File: src/rtl/bus_arbiter8_pkg.sv
// Shared definitions for the 8-way round-robin bus arbiter.
package bus_arbiter8_pkg;

  typedef enum logic {
    ARB_IDLE = 1'b0,
    ARB_OWN  = 1'b1
  } arb_state_t;

  localparam int ARB_NUM_REQ   = 8;
  localparam int ARB_DATA_W    = 16;
  localparam int ARB_MAX_BURST = 4;

endpackage

File: src/rtl/DMux8Way.sv
// 1-to-8 demultiplexer: in is routed to the output picked by sel.
module DMux8Way (
  input  logic       in,
  input  logic [2:0] sel,
  output logic       a,
  output logic       b,
  output logic       c,
  output logic       d,
  output logic       e,
  output logic       f,
  output logic       g,
  output logic       h
);

  logic [7:0] dec;

  // one-hot decode of sel, qualified by in
  always_comb begin
    dec = 8'h00;
    if (in) dec = 8'h01 << sel;
    {h, g, f, e, d, c, b, a} = dec;
  end

endmodule

File: src/rtl/Mux8Way16.sv
// 8-way, 16-bit data select.
module Mux8Way16 (
  input  logic [15:0] a,
  input  logic [15:0] b,
  input  logic [15:0] c,
  input  logic [15:0] d,
  input  logic [15:0] e,
  input  logic [15:0] f,
  input  logic [15:0] g,
  input  logic [15:0] h,
  input  logic [2:0]  sel,
  output logic [15:0] out
);

  // plain select on sel
  always_comb begin
    out = a;
    case (sel)
      3'd0: out = a;
      3'd1: out = b;
      3'd2: out = c;
      3'd3: out = d;
      3'd4: out = e;
      3'd5: out = f;
      3'd6: out = g;
      3'd7: out = h;
      default: out = a;
    endcase
  end

endmodule

File: src/rtl/rr_pick8.sv
// Round-robin winner search: rotate req so start sits at bit 0,
// take the lowest set bit, then add start back (mod 8).
module rr_pick8 (
  input  logic [7:0] req,
  input  logic [2:0] start,
  output logic       found,
  output logic [2:0] idx
);

  logic [7:0] rot;
  logic [2:0] off;

  // rotate-right by start, priority-encode from bit 0, un-rotate
  always_comb begin
    rot   = 8'({req, req} >> start);
    found = 1'b0;
    off   = 3'd0;
    for (int i = 7; i >= 0; i--) begin
      if (rot[i]) begin
        found = 1'b1;
        off   = 3'(i);
      end
    end
    idx = start + off;
  end

endmodule

File: src/rtl/bus_arbiter8.sv
// Round-robin owner of a shared 16-bit bus across 8 requesters with a
// burst limit. Owner index is registered; data select and grant decode
// are combinational off that register.
module bus_arbiter8
  import bus_arbiter8_pkg::*;
#(
  parameter int MAX_BURST = ARB_MAX_BURST, // 1..7
  parameter int CNT_W     = 3              // 2**CNT_W > MAX_BURST
) (
  input  logic         clock,
  input  logic         reset_n,
  input  logic [7:0]   req,
  input  logic [127:0] data,
  output logic [7:0]   gnt,
  output logic [2:0]   sel,
  output logic         busy,
  output logic [15:0]  out
);

  arb_state_t       state, state_n;
  logic [2:0]       sel_n, ptr, ptr_n, start;
  logic [CNT_W-1:0] cnt, cnt_n;
  logic             found;
  logic [2:0]       idx;
  logic [ARB_NUM_REQ-1:0][ARB_DATA_W-1:0] lanes;
  logic [15:0]      mux_out;

  assign lanes = data;
  assign busy  = (state == ARB_OWN);

  // On a release the search starts just past the owner so the owner is
  // considered last; from idle it starts at the round-robin pointer.
  assign start = (state == ARB_OWN) ? sel + 3'd1 : ptr;

  rr_pick8 u_pick (
    .req   (req),
    .start (start),
    .found (found),
    .idx   (idx)
  );

  // state register with synchronous active-low reset
  always_ff @(posedge clock) begin
    if (!reset_n) begin
      state <= ARB_IDLE;
      sel   <= 3'd0;
      ptr   <= 3'd0;
      cnt   <= '0;
    end else begin
      state <= state_n;
      sel   <= sel_n;
      ptr   <= ptr_n;
      cnt   <= cnt_n;
    end
  end

  // next-state: grant from idle, hold within burst, or hand off
  always_comb begin
    state_n = state;
    sel_n   = sel;
    ptr_n   = ptr;
    cnt_n   = cnt;
    case (state)
      ARB_IDLE: begin
        if (found) begin
          sel_n   = idx;
          cnt_n   = CNT_W'(1);
          state_n = ARB_OWN;
        end
      end
      ARB_OWN: begin
        if (req[sel] && (cnt < CNT_W'(MAX_BURST))) begin
          cnt_n = cnt + CNT_W'(1);
        end else begin
          ptr_n = sel + 3'd1;
          if (found) begin
            sel_n = idx;
            cnt_n = CNT_W'(1);
          end else begin
            state_n = ARB_IDLE;
          end
        end
      end
      default: state_n = ARB_IDLE;
    endcase
  end

  Mux8Way16 u_mux (
    .a   (lanes[0]),
    .b   (lanes[1]),
    .c   (lanes[2]),
    .d   (lanes[3]),
    .e   (lanes[4]),
    .f   (lanes[5]),
    .g   (lanes[6]),
    .h   (lanes[7]),
    .sel (sel),
    .out (mux_out)
  );

  DMux8Way u_dmux (
    .in  (busy),
    .sel (sel),
    .a   (gnt[0]),
    .b   (gnt[1]),
    .c   (gnt[2]),
    .d   (gnt[3]),
    .e   (gnt[4]),
    .f   (gnt[5]),
    .g   (gnt[6]),
    .h   (gnt[7])
  );

  assign out = busy ? mux_out : 16'h0000;

endmodule

File: config.mk
export PLATFORM = sky130hd
export DESIGN_NAME = bus_arbiter8
export DESIGN_NICKNAME = d
export VERILOG_FILES = /design/src/rtl/bus_arbiter8_pkg.sv /design/src/rtl/DMux8Way.sv /design/src/rtl/Mux8Way16.sv /design/src/rtl/rr_pick8.sv /design/src/rtl/bus_arbiter8.sv
export SDC_FILE = /design/constraint.sdc
export NUM_CORES = 1
export LEC_CHECK = 0
export BUFFER_PORTS_ARGS = -buffer_cell sky130_fd_sc_hd__buf_2
export CAP_MARGIN = 20
export CELL_PAD_IN_SITES_DETAIL_PLACEMENT = 2
export CELL_PAD_IN_SITES_GLOBAL_PLACEMENT = 2
export CORE_UTILIZATION = 21
export CTS_BUF_LIST = sky130_fd_sc_hd__clkbuf_8
export CTS_CLUSTER_SIZE = 25
export DETAILED_ROUTE_END_ITERATION = 8
export PLACE_DENSITY_LB_ADDON = 0.1
export SYNTH_ARGS = -nofsm -noshare
export SYNTH_HDL_FRONTEND = slang
export SYNTH_SLANG_ARGS = --single-unit
File: constraint.sdc
create_clock -name clock -period 6.42 [get_ports clock]
set_input_delay 1.284 -clock clock [delete_from_list [all_inputs] [get_ports clock]]
set_output_delay 1.284 -clock clock [all_outputs]
set_load 0.005 [all_outputs]
After elaboration in Yosys (flattened, before gate mapping)
Cells that the tools add are included.
- bits of input ports: 138
- register bits: 10
- output and inout port bits: 28
- $lt $le $gt $ge: 2
- muxes and demuxes: 31
- shift-type cells: 2
- $add $sub $neg: 3
- bitwise operators: 2
- reduce and logical (&&, ||, !) cells: 3
- eq/ne operators: 8
- operator list (kind ; count):
    case mux 16 bit (8 select lines) ; 1
    two-way mux 3 bit ; 13
    two-way mux 16 bit ; 1
    right shift 16 x 3 -> 8 bit ; 1
    == test 3 bit (second input constant) ; 4
    case mux 3 bit (2 select lines) ; 2
    two-way mux 1 bit ; 11
    two-way mux 8 bit ; 1
    << shifter 1 x 3 -> 8 bit (first input constant) ; 1
    adder 3 x 1 -> 3 bit (second input constant) ; 2
    == test 3 x 2 -> 1 bit (second input constant) ; 2
    < comparator 3 x 4 -> 1 bit (second input constant) ; 1
    adder 3 bit ; 1
    binary-select mux 1 bit (select 3 bit) ; 1
    == test 3 x 1 -> 1 bit (second input constant) ; 1
    logical NOT 3 bit ; 1
    < comparator 3 bit (second input constant) ; 1
    != test 2 bit (second input constant) ; 1
    NOT 1 bit ; 2
    case mux 1 bit (2 select lines) ; 1
    AND reduction 2 bit ; 1
    logical AND 1 bit ; 1

Depth between registers and ports, before layout
Gate-level depths: netlist of run 1.
- depth after elaboration: 15
- depth in mapped cells: 19

Modules after synthesis
A second synthesis of run 1 with hierarchy kept.
- cell total of the unflattened synthesis: 339
- area, all modules: 2532.4 µm²
- by module, submodules not included (module ; times used ; cells an instance ; area each (µm²)):
    Mux8Way16 ; 1 ; 177 ; 1114.8
    bus_arbiter8 ; 1 ; 82 ; 696.9
    rr_pick8 ; 1 ; 72 ; 625.6
    DMux8Way ; 1 ; 8 ; 95.1

Worst setup path before layout of run 1
OpenSTA, ideal clock, no wires.
- kind: register to output
- start: register sel[0]
- end: output out[12]
- arrival time: 2.294 ns
- stages on the path, launching flop included: 9
- required time: 5.136 ns
- buffers on the path: 2
- path slack: 2.842 ns
- path through: dfxtp_1 ha_1 ha_1 clkbuf_1 or4_1 nor2_1 clkbuf_1 a222oi_1 a21boi_0
- cells in the longest elaborated chain, start to end: 3
- elaborated cells on any way between the ends: 10
- classes of those cells: eq/ne: 7; mux: 2; reduce/logical: 1
- ends and longest elaborated chain (what ; RTL line ; source):
    start: declaration ; bus_arbiter8.sv:15 ; output logic [2:0] sel,
    start signal: assignment ; bus_arbiter8.sv:51 ; sel <= sel_n;
    == test 3 bit (tied with other cells) ; Mux8Way16.sv:18 ; case (sel)
    case mux 16 bit (8 select lines) * ; Mux8Way16.sv:18 ;
    two-way mux 16 bit * ; bus_arbiter8.sv:114 ; assign out = busy ? mux_out : 16'h0000;
    end: declaration ; bus_arbiter8.sv:17 ; output logic [15:0] out
Mark *: on every way between the ends. The rest lies on a longest branch, timed or not.

Worst setup path after layout of run 1
- start: register sel[2]
- end: output out[8]
Same word-level chain as after synthesis.

==> summary.txt, run 1 <==
Floorplanning
  • Effective utilization at floorplan: 0.218
  • Cell Rows: 36
  • IO Count: 166
  • Core region area: 0.00986 mm²
  • Width of the die: 103 µm
  • Die Y-Extent: 103 µm
  • Die ar.: 0.0107 mm²

Clock network
  • Number of clock sinks: 10
  • Post-cts sizing count: 0
  • Number of hold buffers added after cts: 0
  • CTS tree: done
  • Num CTS Buffers: 3
  • Htree depth: 1
  • Post-CTS Setup Repair Bufs: 0
  • Clock transition time at the flip-flop clock pins of the worst setup and hold paths: 0.05 ns
  • Maximum buffer depth of the clock tree: 2
  • Clock Tree Root: sky130_fd_sc_hd__clkbuf_8
  • Clock network latency to the later pin of the worst-skew pair: 0.23 ns

Timing
  • Max-slew headroom: 0.330
  • Post-route setup TNS: 0 ns
  • Max Freq: 214 MHz
  • Final hold viol count: 0
  • Final setup viols: 0
  • Final Critical Period: 4.68 ns
  • Slew at the pin closest to its max-slew limit: 1.00 ns
  • Setup clock skew after layout: 0.00182 ns
  • Total count of max-transition violations in the final report: 0
  • RSZ-0062 raised after global routing: false
  • Period utilization: 0.729

Synth
  • Post-synthesis net count: 439
  • Post-synthesis area per instance: 7.37 µm²
  • Flip-flop and latch count after synthesis: 10
  • Count of flip-flops with a built-in enable after synthesis: 0
  • Post-synthesis instance total: 292
  • Yosys top cell area share: 0.115
  • Commonest register cell after synthesis: sky130_fd_sc_hd__dfxtp_1
  • Cell variety after synth: 51
  • Share of synthesized registers carrying an async set or reset: 0
  • Syn Std Cell Area: 0.00215 mm²
  • Synth Warn #: 0
  • Most frequent cell after synthesis: sky130_fd_sc_hd__nand3_1
  • Area contributors post-synth: sky130_fd_sc_hd__mux2_2 12%, sky130_fd_sc_hd__nand3_1 9.5%, sky130_fd_sc_hd__dfxtp_1 9.3%, sky130_fd_sc_hd__a222oi_1 8.8%, sky130_fd_sc_hd__nand2_1 5.8%
  • Most frequent cells after synthesis: 41 x sky130_fd_sc_hd__nand3_1, 33 x sky130_fd_sc_hd__nand2_1, 22 x sky130_fd_sc_hd__mux2_2
  • Yosys top cell by area: sky130_fd_sc_hd__mux2_2
  • Sequential cell area fraction in the yosys report: 0.0931

Pwr
  • Sequential power share: 0.133
  • Cell-internal power: 0.483 mW
  • Worst supply voltage drop on vdd: 0.139 mV
  • LEAKAGE: 1.49 nW
  • Switching share of power: 0.526
  • Power density relative to cell area: 334 mW/mm²
  • Clock power frac: 0.063
  • Sw power: 0.536 mW
  • Fraction of power consumed by combinational cells: 0.804
  • Total power after layout: 1.02 mW

Route
  • Total wirelength of the detailed-routed design: 11200 µm
  • Routed length per instance: 19.8 µm
  • Iteration-0 DRC Markers: 133
  • DR pass1 iterations: 5
  • Vias after detailed routing: 2940
  • Number of routed nets with antenna violations: 0
  • Drt drc: 0
  • Routed vias/inst: 5.19

Worst setup path
  • Critical path startpoint category: register
  • Worst Setup Path Type: register to output port
  • Kind of end point of the critical path: output port
  • Endpoint arrival time on the critical path: 3.40 ns
  • Crit path max fanout: 43
  • CP required: 5.14 ns

GRT
  • Number of global-route vias before repair: 2993
  • Pin count of the biggest net entering global routing: 44
  • Global routing usage summed across all routing layers: 0.196
  • Antenna violations before repair: 0
  • Congestion Overflow GR: 0
  • Wire length of the first global-routing pass: 16000 µm

Flow run
  • Number of max-capacitance violations reported: 0

Hold path
  • Type of the worst min-delay path: register to register

Placed design
  • Port bufs: 165
  • Total half-perimeter wirelength after legalization and detailed placement: 9200 µm
  • Placer Congestion: 0.786

Final layout
  • Fillers: 1179
  • Post-layout net count: 583
  • Count of inserted antenna diode cells: 0
  • Fraction of final layout cells sized beyond drive strength 1: 0.477
  • Layout-stage area growth over the synthesis result: 41.9%

Run status
  • Result of the run: finished clean
## path summary, 6_finish.rpt
check | depth (start not counted) | from | slack (ns) | end
max | 8 | sel[2] | 1.74 | out[8]
min | 2 | ptr[2] | 0.49 | ptr[2]
max reg2reg | 17 | sel[2] | 2.03 | sel[2]
min reg2reg | 2 | ptr[2] | 0.49 | ptr[2]
## layer usage
| metal | global-route usage | routed length [µm] |
|---|---|---|
| met4 | 0.0368 | 142 |
| met3 | 0.0437 | 814 |
| met2 | 0.371 | 5800 |
| met1 | 0.227 | 4480 |
| met5 | 0 | 0 |
## flip-flops by register name, indices dropped and copies added, names as in the netlist
signal / cells
busy: 1
cnt: 3
ptr: 3
sel: 3
## critical path, stage by stage, from the launching register on
cell                       delay (ns)
sky130_fd_sc_hd__dfxtp_2         0.91
sky130_fd_sc_hd__inv_1           0.25
sky130_fd_sc_hd__ha_1            0.53
sky130_fd_sc_hd__or4_1           0.56
sky130_fd_sc_hd__nor2_1          0.10
sky130_fd_sc_hd__buf_4           0.27
sky130_fd_sc_hd__a222oi_1        0.12
sky130_fd_sc_hd__a21boi_0        0.25
sky130_fd_sc_hd__buf_2           0.15
## placed cells by master, fill, tap and decap left out, drive strengths merged, types with 2 or more instances in the layout
master / count
a211oi: 2
a21boi: 4
a21o: 3
a21oi: 8
a221oi: 14
a222oi: 19
a22oi: 2
a31oi: 3
a32oi: 2
and2: 9
and3: 5
buf: 167
clkbuf: 3
dfxtp: 10
ha: 8
inv: 5
mux2: 23
mux2i: 3
mux4: 2
nand2: 33
nand2b: 2
nand3: 41
nand4: 5
nor2: 15
nor2b: 16
nor3: 2
o211ai: 3
o21ai: 13
or2: 3
## power by group through the flow
stage | sequential [mW] | combinational (mW) | clock, mW
floorplan | 0.0917 | 0.603 | 0
global placement | 0.136 | 0.819 | 0
detailed placement | 0.138 | 0.831 | 0
CTS | 0.138 | 0.835 | 0.0666
global route | 0.142 | 0.915 | 0.0687
finish | 0.135 | 0.819 | 0.0641
## metrics by stage
stage	hold slack [ns]	util	setup WS, ns	instance area, µm²	instances
after global routing	0.507	0.309	1.53	3050	567
after global placement	0.457	0.305	2.06	3010	564
after CTS	0.494	0.309	1.65	3050	567
after detailed placement	0.485	0.305	1.93	3010	564
final	0.488	0.309	1.74	3050	567
after floorplan	0.444	-	2.84	2150	292
## area by class of cell
class,count,area (µm²),share of cell area
multi-input combinational,248,1780,0.583
inverter,6,22.5,0.00738
clock buffer,3,41.3,0.0135
timing repair buffer,167,841,0.275
sequential,10,201,0.0660
tap,133,166,0.0545
## logic make-up (layout without fill, tap and decap cells)
logic type | after synthesis | after routing | share of synthesized area
multiplexers | 28 | 28 | 0.161
buffers and inverters | 34 | 176 | 0.0791
XOR/XNOR | 1 | 1 | 0.00407
flip-flops | 10 | 10 | 0.0931
adder cells (fa/ha/maj) | 9 | 9 | 0.0558
AO/OA/AOI/OAI | 76 | 76 | 0.279
AND/OR/NAND/NOR | 134 | 134 | 0.328
(Power assumes the default switching activity.)
==> run 2, diff against run 1 <==
--- a/config.mk
+++ b/config.mk
@@ -5,11 +5,12 @@
 export SDC_FILE = /design/constraint.sdc
 export NUM_CORES = 1
 export LEC_CHECK = 0
+export ABC_AREA = 1
 export BUFFER_PORTS_ARGS = -buffer_cell sky130_fd_sc_hd__buf_2
 export CAP_MARGIN = 20
 export CELL_PAD_IN_SITES_DETAIL_PLACEMENT = 2
 export CELL_PAD_IN_SITES_GLOBAL_PLACEMENT = 2
-export CORE_UTILIZATION = 21
+export CORE_UTILIZATION = 15
 export CTS_BUF_LIST = sky130_fd_sc_hd__clkbuf_8
 export CTS_CLUSTER_SIZE = 25
 export DETAILED_ROUTE_END_ITERATION = 8
==> constraint.sdc (replaced) <==
create_clock -name clock -period 4.3 [get_ports clock]
set_input_delay 0.86 -clock clock [delete_from_list [all_inputs] [get_ports clock]]
set_output_delay 0.86 -clock clock [all_outputs]
set_load 0.005 [all_outputs]
==> summary.txt, run 2 <==
GRT
  • Congestion Overflow GR: 0 (unchanged)
  • Met1 Usage GRT: 0.217 (-0.00924)
  • Top Usage Layer GRT: met2
  • Global routing usage summed across all routing layers: 0.180 (-0.0166)
  • Wire length of the first global-routing pass: 19700 µm (+23%)
  • Number of global-route vias before repair: 3460 (+16%)
  • Antenna violations before repair: 1 (+1)
  • Pin count of the biggest net entering global routing: 27 (-39%)
  • Met3 usage: 0.0270 (-0.0167)
  • Met2 demand-to-capacity share in global routing: 0.343 (-0.0278)

Clock network
  • Number of hold buffers added after cts: 0 (unchanged)
  • Post-cts sizing count: 0 (unchanged)
  • Num CTS Buffers: 3 (unchanged)
  • Htree depth: 1 (unchanged)
  • CTS tree: done
  • Clock transition time at the flip-flop clock pins of the worst setup and hold paths: 0.06 ns (about the same)
  • Maximum buffer depth of the clock tree: 2 (unchanged)
  • Number of clock sinks: 10 (unchanged)
  • Clock network latency to the later pin of the worst-skew pair: 0.24 ns (about the same)
  • Post-CTS Setup Repair Bufs: 0 (unchanged)
  • Clock Tree Root: sky130_fd_sc_hd__clkbuf_8

Synth
  • Share of synthesized registers carrying an async set or reset: 0 (unchanged)
  • Syn Std Cell Area: 0.00203 mm² (-5.8%)
  • Sequential cell area fraction in the yosys report: 0.0988 (+0.00569)
  • Flip-flop and latch count after synthesis: 10 (unchanged)
  • Most frequent cells after synthesis: 139 x sky130_fd_sc_hd__nand2_1, 56 x sky130_fd_sc_hd__nand3_1, 27 x sky130_fd_sc_hd__inv_1
  • Count of flip-flops with a built-in enable after synthesis: 0 (unchanged)
  • Post-synthesis net count: 521 (+19%)
  • Post-synthesis area per instance: 5.42 µm² (-26%)
  • Yosys top cell by area: sky130_fd_sc_hd__nand2_1
  • Yosys top cell area share: 0.257 (+0.142)
  • Commonest register cell after synthesis: sky130_fd_sc_hd__dfxtp_1
  • Most frequent cell after synthesis: sky130_fd_sc_hd__nand2_1
  • Area contributors post-synth: sky130_fd_sc_hd__nand2_1 26%, sky130_fd_sc_hd__nand3_1 14%, sky130_fd_sc_hd__dfxtp_1 9.9%, sky130_fd_sc_hd__inv_1 5.0%, sky130_fd_sc_hd__ha_1 4.9%
  • Synth Warn #: 0 (unchanged)
  • Cell variety after synth: 32 (-37%)
  • Post-synthesis instance total: 374 (+28%)

Worst setup path
  • CP required: 4.44 ns (-0.70 ns)
  • Kind of end point of the critical path: register
  • Crit path top cell by count: sky130_fd_sc_hd__nand2_1
  • Critical path startpoint category: register
  • Critical path buffers and inverters: 3 (unchanged)
  • Reg-to-Reg Start: sel[0]
  • Reg2reg setup slack: 0.68 ns (-1.35 ns)
  • Category of cells accounting for the largest share of critical-path delay: simple AND/OR/NAND/NOR gates
  • Chain of cells forming the critical path: inv_1, ha_1, o21ai_2, nand3_1, nand2_1, nand2_1, nand2_1, nand2_1, nand2_1, nand2_1, nand2_1, nand2_1, a21boi_0, ha_1, inv_1, fa_1, xnor2_1, inv_1, nand2_1, nand2_1, nor2_1, nor2_1
  • Crit path max fanout: 12 (-72%)
  • Levels on crit path: 22 (+14)
  • Worst Setup Path Type: register to register
  • Capture instance of the worst register-to-register path: sel[2]
  • Critical Path End: sel[2]
  • Worst R2R Path Depth: 22 (+5)
  • Critical Path Slowest Stage Cell: sky130_fd_sc_hd__dfxtp_1
  • Endpoint arrival time on the critical path: 3.76 ns (+0.36 ns)
  • Crit path launch: sel[0]
  • Max incr delay on CP: 0.55 ns (-0.36 ns)

Timing
  • Final hold viol count: 0 (unchanged)
  • Slew at the pin closest to its max-slew limit: 0.665 ns (-0.339 ns)
  • Final setup viols: 0 (unchanged)
  • Max-slew headroom: 0.556 (+0.226)
  • RSZ-0062 raised after global routing: false
  • Max Freq: 276 MHz
  • Post-route setup TNS: 0 ns (unchanged)
  • Total count of max-transition violations in the final report: 0 (unchanged)
  • Final Critical Period: 3.62 ns
  • Setup clock skew after layout: 0.00240 ns (+0.000586 ns)
  • Period utilization: 0.842

Route
  • Routed length per instance: 17.9 µm (-9.5%)
  • Iteration-0 DRC Markers: 83 (-38%)
  • Drt drc: 0 (unchanged)
  • DR pass1 iterations: 4 (-1)
  • Number of routed nets with antenna violations: 0 (unchanged)
  • Routed vias/inst: 4.55 (-12%)
  • Vias after detailed routing: 3187 (+8.4%)
  • Total wirelength of the detailed-routed design: 12600 µm (+12%)

Floorplanning
  • IO Count: 166 (unchanged)
  • Effective utilization at floorplan: 0.154 (-0.0644)
  • Core region area: 0.0132 mm² (+34%)
  • Cell Rows: 42 (+17%)
  • Die ar.: 0.0140 mm² (+31%)
  • Die Y-Extent: 118 µm (+15%)
  • Width of the die: 118 µm (+15%)

Placed design
  • Placer Congestion: 0.818 (+4.0%)
  • Total half-perimeter wirelength after legalization and detailed placement: 10400 µm (+13%)
  • Port bufs: 165 (unchanged)

Pwr
  • Worst supply voltage drop on vdd: 0.165 mV (+19%)
  • Total power after layout: 1.50 mW (+47%)
  • Sw power: 0.854 mW (+59%)
  • Fraction of power consumed by combinational cells: 0.817 (+0.013)
  • Clock power frac: 0.082 (+0.019)
  • Switching share of power: 0.570 (+0.0432)
  • Power density relative to cell area: 493 mW/mm² (+48%)
  • Sequential power share: 0.100 (-0.033)
  • LEAKAGE: 1.65 nW (+10%)
  • Cell-internal power: 0.645 mW (+34%)

Final layout
  • Layout-stage area growth over the synthesis result: 50.0%
  • Post-layout net count: 673 (+15%)
  • Final cell utilization of the core: 0.231 (-0.0790)
  • Combined area of the multi-input logic cells: 0.00159 mm² (-11%)
  • Fraction of final layout cells sized beyond drive strength 1: 0.350 (-0.126)
  • Fillers: 1672 (+42%)
  • Commonest non-fill, non-tap cell in the layout: sky130_fd_sc_hd__buf_2
  • Most frequent cells in the layout: 165 x sky130_fd_sc_hd__buf_2, 139 x sky130_fd_sc_hd__nand2_1, 56 x sky130_fd_sc_hd__nand3_1
  • Regs by FF count: cnt x3, ptr x3, sel x3
  • Area taken by flip-flops and latches: 200 µm² (-0.62%)
  • Count of inserted antenna diode cells: 0 (unchanged)

Flow run
  • Number of max-capacitance violations reported: 0 (unchanged)

Hold path
  • Type of the worst min-delay path: register to register

Run status
  • Result of the run: finished clean
## run 2: kinds of logic (layout without fill, tap and decap cells)
family | count (synthesis) | after routing | synth area share
AND/OR/NAND/NOR | 238 | 238 | 0.508
flip-flops | 10 | 10 | 0.0988
buffers and inverters | 52 | 203 | 0.115
XOR/XNOR | 1 | 1 | 0.00432
AO/OA/AOI/OAI | 64 | 64 | 0.214
adder cells (fa/ha/maj) | 9 | 9 | 0.0593
## run 2: worst min-delay path by stage
stage,from,endpoint,slack (ns),cells after the start
3_3_place_gp,ptr[2],ptr[2],0.46,2
6_report,ptr[2],ptr[2],0.47,2
5_1_grt,ptr[2],ptr[2],0.51,2
2_1_floorplan,ptr[2],ptr[2],0.45,2
4_1_cts,ptr[2],ptr[2],0.47,2
3_5_place_dp,ptr[2],ptr[2],0.46,2
## run 2: worst reg2reg max path, cell delays in order, from the launching register on
cell and delay, ns:
sky130_fd_sc_hd__dfxtp_1 0.55, sky130_fd_sc_hd__inv_1 0.19, sky130_fd_sc_hd__ha_1 0.38, sky130_fd_sc_hd__o21ai_2 0.42
sky130_fd_sc_hd__nand3_1 0.23, sky130_fd_sc_hd__nand2_1 0.12, sky130_fd_sc_hd__nand2_1 0.05, sky130_fd_sc_hd__nand2_1 0.05
sky130_fd_sc_hd__nand2_1 0.05, sky130_fd_sc_hd__nand2_1 0.05, sky130_fd_sc_hd__nand2_1 0.05, sky130_fd_sc_hd__nand2_1 0.06
sky130_fd_sc_hd__nand2_1 0.05, sky130_fd_sc_hd__a21boi_0 0.18, sky130_fd_sc_hd__ha_1 0.17, sky130_fd_sc_hd__inv_1 0.04
sky130_fd_sc_hd__fa_1 0.37, sky130_fd_sc_hd__xnor2_1 0.21, sky130_fd_sc_hd__inv_1 0.06, sky130_fd_sc_hd__nand2_1 0.07
sky130_fd_sc_hd__nand2_1 0.05, sky130_fd_sc_hd__nor2_1 0.08, sky130_fd_sc_hd__nor2_1 0.05
## run 2: cell type report
cell class,count,area share
Multi-Input combinational cell,312,0.524
Timing Repair Buffer,170,0.284
Tap cell,176,0.0724
Sequential cell,10,0.0658
Inverter,29,0.0358
Clock buffer,4,0.0181
## run 2: power by group through the flow
stage | combinational [mW] | sequential, mW | clock (mW)
detailed placement | 1.26 | 0.153 | 0
finish | 1.23 | 0.150 | 0.123
CTS | 1.27 | 0.151 | 0.127
global route | 1.41 | 0.156 | 0.132
floorplan | 0.824 | 0.139 | 0
global placement | 1.23 | 0.150 | 0
## run 2: per-stage QoR
stage | instance area (µm²) | worst slack [ns] | hold slack, ns | std cells
2_1_floorplan | 2030 | 1.23 | 0.445 | 374
3_3_place_gp | 2990 | 0.857 | 0.462 | 697
3_5_place_dp | 2990 | 0.634 | 0.462 | 697
4_1_cts | 3040 | 0.596 | 0.471 | 701
5_1_grt | 3040 | 0.218 | 0.513 | 701
6_report | 3040 | 0.680 | 0.468 | 701
## run 2: routing by layer
metal,part of all wire,routed length [µm]
met1,0.44,5490
met2,0.51,6390
met3,0.051,642
met4,0.0023,29
met5,0.0010,13
